$ cat src/rtl/eq_chnnl_sched.sv
// Time-multiplexes stereo pairs through one filter engine: left, then right, then one aligned output pair.
// Optional engine watchdog enabled by `define SCHED_TMO_EN (bypasses the sample and sets flt_err on timeout).
module eq_chnnl_sched #(
    parameter int DW  = 24,
    parameter int TMO = 1023
) (
    input  logic          clk,
    input  logic          rst_n,
    input  logic          i_vld_in,
    input  logic [DW-1:0] i_lft_in,
    input  logic [DW-1:0] i_rght_in,
    output logic          o_flt_start,
    output logic          o_flt_sel,
    output logic [DW-1:0] o_flt_smpl,
    input  logic          i_flt_done,
    input  logic [DW-1:0] i_flt_rslt,
    output logic [DW-1:0] o_lft_out,
    output logic [DW-1:0] o_rght_out,
    output logic          o_out_vld,
    output logic          o_busy,
    output logic          o_ovrn,
    output logic          o_flt_err,
    input  logic          i_clr_err
);
    typedef enum logic [2:0] {
        S_IDLE, S_L_REQ, S_L_WAIT, S_R_REQ, S_R_WAIT, S_OUT
    } state_t;

    state_t        r_state;
    logic          r_pend_vld;
    logic [DW-1:0] r_pend_l, r_pend_r;
    logic [DW-1:0] r_work_l, r_work_r;
    logic [DW-1:0] r_res_l;
    logic [DW-1:0] r_lft_out, r_rght_out;
    logic          r_ovrn;

    logic          w_consume;
    logic          w_drop;
    logic          w_in_wait;
    logic          w_tmo;
    logic          w_adv;
    logic [DW-1:0] w_res;

    assign w_consume = (r_state == S_IDLE) && r_pend_vld;
    assign w_drop    = i_vld_in && r_pend_vld && !w_consume;
    assign w_in_wait = (r_state == S_L_WAIT) || (r_state == S_R_WAIT);

`ifdef SCHED_TMO_EN
    localparam int TW = $clog2(TMO + 1);
    logic [TW-1:0] r_tmo_cnt;
    logic          r_flt_err;

    assign w_tmo = w_in_wait && (r_tmo_cnt == TW'(TMO));

    always_ff @(posedge clk or negedge rst_n) begin
        if (!rst_n) begin
            r_tmo_cnt <= '0;
            r_flt_err <= 1'b0;
        end else begin
            if ((r_state == S_L_REQ) || (r_state == S_R_REQ))
                r_tmo_cnt <= '0;
            else if (w_in_wait)
                r_tmo_cnt <= r_tmo_cnt + 1'b1;
            // A late done arriving on the timeout cycle is still a valid result.
            if (w_tmo && !i_flt_done)
                r_flt_err <= 1'b1;
            else if (i_clr_err)
                r_flt_err <= 1'b0;
        end
    end

    assign o_flt_err = r_flt_err;
`else
    assign w_tmo     = 1'b0;
    assign o_flt_err = 1'b0;
`endif

    assign w_adv = i_flt_done || w_tmo;
    assign w_res = (w_tmo && !i_flt_done) ? ((r_state == S_R_WAIT) ? r_work_r : r_work_l)
                                          : i_flt_rslt;

    // One-deep input buffer; a slot freed this cycle may be refilled in the same cycle.
    always_ff @(posedge clk or negedge rst_n) begin
        if (!rst_n) begin
            r_pend_vld <= 1'b0;
            r_pend_l   <= '0;
            r_pend_r   <= '0;
            r_ovrn     <= 1'b0;
        end else begin
            if (i_vld_in && (!r_pend_vld || w_consume)) begin
                r_pend_l   <= i_lft_in;
                r_pend_r   <= i_rght_in;
                r_pend_vld <= 1'b1;
            end else if (w_consume) begin
                r_pend_vld <= 1'b0;
            end
            if (w_drop)
                r_ovrn <= 1'b1;
            else if (i_clr_err)
                r_ovrn <= 1'b0;
        end
    end

    always_ff @(posedge clk or negedge rst_n) begin
        if (!rst_n) begin
            r_state    <= S_IDLE;
            r_work_l   <= '0;
            r_work_r   <= '0;
            r_res_l    <= '0;
            r_lft_out  <= '0;
            r_rght_out <= '0;
        end else begin
            case (r_state)
                S_IDLE: begin
                    if (r_pend_vld) begin
                        r_work_l <= r_pend_l;
                        r_work_r <= r_pend_r;
                        r_state  <= S_L_REQ;
                    end
                end
                S_L_REQ:  r_state <= S_L_WAIT;
                S_L_WAIT: begin
                    if (w_adv) begin
                        r_res_l <= w_res;
                        r_state <= S_R_REQ;
                    end
                end
                S_R_REQ:  r_state <= S_R_WAIT;
                S_R_WAIT: begin
                    if (w_adv) begin
                        r_lft_out  <= r_res_l;
                        r_rght_out <= w_res;
                        r_state    <= S_OUT;
                    end
                end
                S_OUT:    r_state <= S_IDLE;
                default:  r_state <= S_IDLE;
            endcase
        end
    end

    always_comb begin
        o_flt_smpl = '0;
        case (r_state)
            S_L_REQ, S_L_WAIT: o_flt_smpl = r_work_l;
            S_R_REQ, S_R_WAIT: o_flt_smpl = r_work_r;
            default:           o_flt_smpl = '0;
        endcase
    end

    assign o_flt_start = (r_state == S_L_REQ) || (r_state == S_R_REQ);
    assign o_flt_sel   = (r_state == S_R_REQ) || (r_state == S_R_WAIT);
    assign o_out_vld   = (r_state == S_OUT);
    assign o_busy      = (r_state != S_IDLE) || r_pend_vld;
    assign o_ovrn      = r_ovrn;
    assign o_lft_out   = r_lft_out;
    assign o_rght_out  = r_rght_out;

endmodule

$ cat config.mk
export PLATFORM = sky130hd
export DESIGN_NAME = eq_chnnl_sched
export DESIGN_NICKNAME = d
export VERILOG_FILES = /design/src/rtl/eq_chnnl_sched.sv
export SDC_FILE = /design/constraint.sdc
export NUM_CORES = 1
export LEC_CHECK = 0
export CAP_MARGIN = 20
export CELL_PAD_IN_SITES_DETAIL_PLACEMENT = 1
export CELL_PAD_IN_SITES_GLOBAL_PLACEMENT = 2
export CORE_MARGIN = 2
export CORE_UTILIZATION = 35
export DETAILED_ROUTE_END_ITERATION = 12
export PLACE_DENSITY = 0.81
export RECOVER_POWER = 25
export SLEW_MARGIN = 20
export SYNTH_ARGS = -nofsm -noshare
export SYNTH_HDL_FRONTEND = slang
export SYNTH_SLANG_ARGS = --single-unit
$ cat constraint.sdc
create_clock -name clk -period 1.9 [get_ports clk]
set_clock_uncertainty 0.15 [all_clocks]
set_input_delay 0.285 -clock clk [delete_from_list [all_inputs] [get_ports clk]]
set_output_delay 0.285 -clock clk [all_outputs]
set_load 0.05 [all_outputs]
==> metrics.txt <==
# nets final 714; outcome finished, violations left; initial core utilization 35.5%; Worst-Skew Late Latency 0.42 ns; drt pass-1 iters 4; Final Cycle Share 124%; via/cell ratio 4.87; drt initial violations 127; Post-Route Setup TNS -42.01 ns; core area 19,400 µm²; vias in the first global route 4,853; Worst path slowest cell dfrtp_2; #FFs+latches synth 173; DRC 0; crit path kind reg -> out; GR met1 Demand/Resource 23.2%; ANT nets after route 0; first-pass GRT wire length 28,200 µm; Placement Setup Slack -0.321 ns; Top delay family on crit path compound AO/OA/AOI/OAI gates; CTS Sinks 173; layout cells sized above 1 59.9%; crit-path cells buf_6, nor2b_4, a21o_4, buf_12, a22o_4, buf_12; final worst setup slack -0.457 ns; CP max stage delay 0.42 ns; die footprint 20,800 µm²; Max Slew Vio Count 0; most used cell along the critical path buf_12; ys async rst share 100%; GRT overflow 0; Netlist cell types 25; GRT Total Usage 18.0%; Critical Path Start Type flip-flop; area grow syn2layout 61.9%; Die Wd 144 µm; final hold violation count 0; Port Buf Inserts 153; clk slew on worst S/H paths 0.07 ns; syn nets 490; fmax 424 MHz; CTS root buf clkbuf_16; gpl congestion 0.754; drt total wl 21,400 µm; DR vias 4,450; Multi-input gate area 3100 µm²; maximum number of pins on one net before global-route repair 49; commonest non-fill, non-tap cell in the layout dfrtp_1; CTS H-tree depth 4; final instance area 11,200 µm²; CTS max path bufs 2; Period minus WS final 2.36 ns; Critical Path AT 1.92 ns; hold crit path type in -> reg; GR peak layer met2; crit end category output port; failing checks setup timing; n_diodes 0; RSZ-0062 raised after global routing yes; Worst-Margin Slew 1.04 ns; Max Cap Viol 0; Rows 51; Pwr Density 2320 nW/µm²; WL/cell 23.4 µm; # setup viols final 195; dpl cell area 9300 µm²; CTS buffer count 17; relative max-transition margin 30.4%; Post-DP HPWL 11,500 µm; Synth Warn # 0; met2 Resource Use GR 29.9%; Synth Flop Type dfrtp_1; P_leak 5.13 nW; Min Hold Slack 0.325 ns; # fillers 1,800; worst-path maximum fanout 9; Die Y 144 µm; synthesized area per cell 16.7 µm²; peak supply drop 0.00164 V; Worst Path Required 1.46 ns; Seq/Total Area, Yosys 62.8%; initial antenna violation count 1; Sequential Area 4330 µm²; most frequent cells in the layout 170 x dfrtp_1, 140 x mux2_4, 75 x clkdlybuf4s50_1; M3 GR Usage 5.07%; Post-Synthesis Cells 413; number of synthesized flops with an enable pin 0; CTS tree built; Cell Area, Synth 6890 µm²; IO Count 155; Worst Path Buf+Inv 3
-- per-layer routing --
metal  wire [µm]  share of wire [%]
met1        8940                 42
met2       10900                 51
met3        1270                5.9
met4         328                1.5
met5          13              0.061
-- cell type report --
class / count / share of cell area, %
timing repair buffer: 228 / 25.3
clock inverter: 8 / 0.751
multi-input combinational: 215 / 27.7
inverter: 2 / 0.0673
tap: 265 / 2.97
sequential: 173 / 38.8
clock buffer: 23 / 4.37
-- Yosys cell counts (2+ instances only) --
cell     number  area, µm²
dfrtp_1     173       4330
mux2_2      104       1170
mux2_1       34        383
mux2_4       30        450
a22o_1       24        210
buf_2        11       55.1
buf_4         8       60.1
buf_6         5       56.3
nand2_1       4       15.0
a21o_1        2       15.0
inv_1         2       7.51
nor2b_1       2       12.5
nor3b_1       2       15.0
-- registers in the layout (all words and copies together), names as in the netlist --
name / cells
o_rght_out: 24
r_pend_l: 24
r_state: 3
r_pend_vld: 1
o_lft_out: 24
r_work_l: 24
r_pend_r: 24
r_res_l: 24
r_work_r: 24
o_ovrn: 1
-- worst paths after layout --
| path | start | to | slack (ns) | cells after the start |
|---|---|---|---|---|
| max reg2reg | r_state[0] | r_res_l[16] | -0.26 | 9 |
| min reg2reg | r_pend_l[3] | r_work_l[3] | 0.35 | 1 |
| min in group asynchronous | rst_n | o_rght_out[12] | 0.43 | 2 |
| max in group asynchronous | rst_n | r_work_l[16] | 0.16 | 3 |
| max | r_state[0] | o_flt_smpl[15] | -0.46 | 6 |
| min | i_lft_in[15] | r_pend_l[15] | 0.32 | 2 |
-- repair_timing --
item	in CTS	in global routing
cloned	4	14
endpoints found under the setup margin	72	196
buffers inserted	26	9
pin swaps	8	11
hold buffers	1	0
resized for setup	68	97
hold endpoints to repair	73	0
-- report_power, final --
part / total, W / switching (W) / internal [W]
Combinational: 0.0155 / 0.00717 / 0.00833
Clock: 0.00342 / 0.00148 / 0.00195
Sequential: 0.00701 / 0.00142 / 0.00559
Total: 0.0259 / 0.0101 / 0.0159
-- stage by stage --
stage                     cells  utilization (%)  total power (W)
after global routing        914             57.5           0.0270
after CTS                   896             54.1           0.0247
final                       914             57.5           0.0259
after detailed placement    835             47.9           0.0193
after global placement      835             47.9           0.0189
after floorplan             413                -           0.0145
-- kinds of logic (layout without fill, tap and decap cells) --
family	count (synthesis)	after routing	synth area share, %
other cells	1	1	0.0544
compound gates	29	29	3.78
simple gates	15	16	1.56
buf+inv	26	261	2.60
mux	168	168	29.1
flops	173	173	62.8
xor+xnor	1	1	0.127
-- worst reg2reg max path, delay by kind of cell (launching register included) --
kind | cells | cell delay [ns]
buffers and inverters | 7 | 0.95
DFF | 1 | 0.42
muxes | 1 | 0.31
and+or+nand+nor | 1 | 0.22
Power figures use the tool's default switching activity.
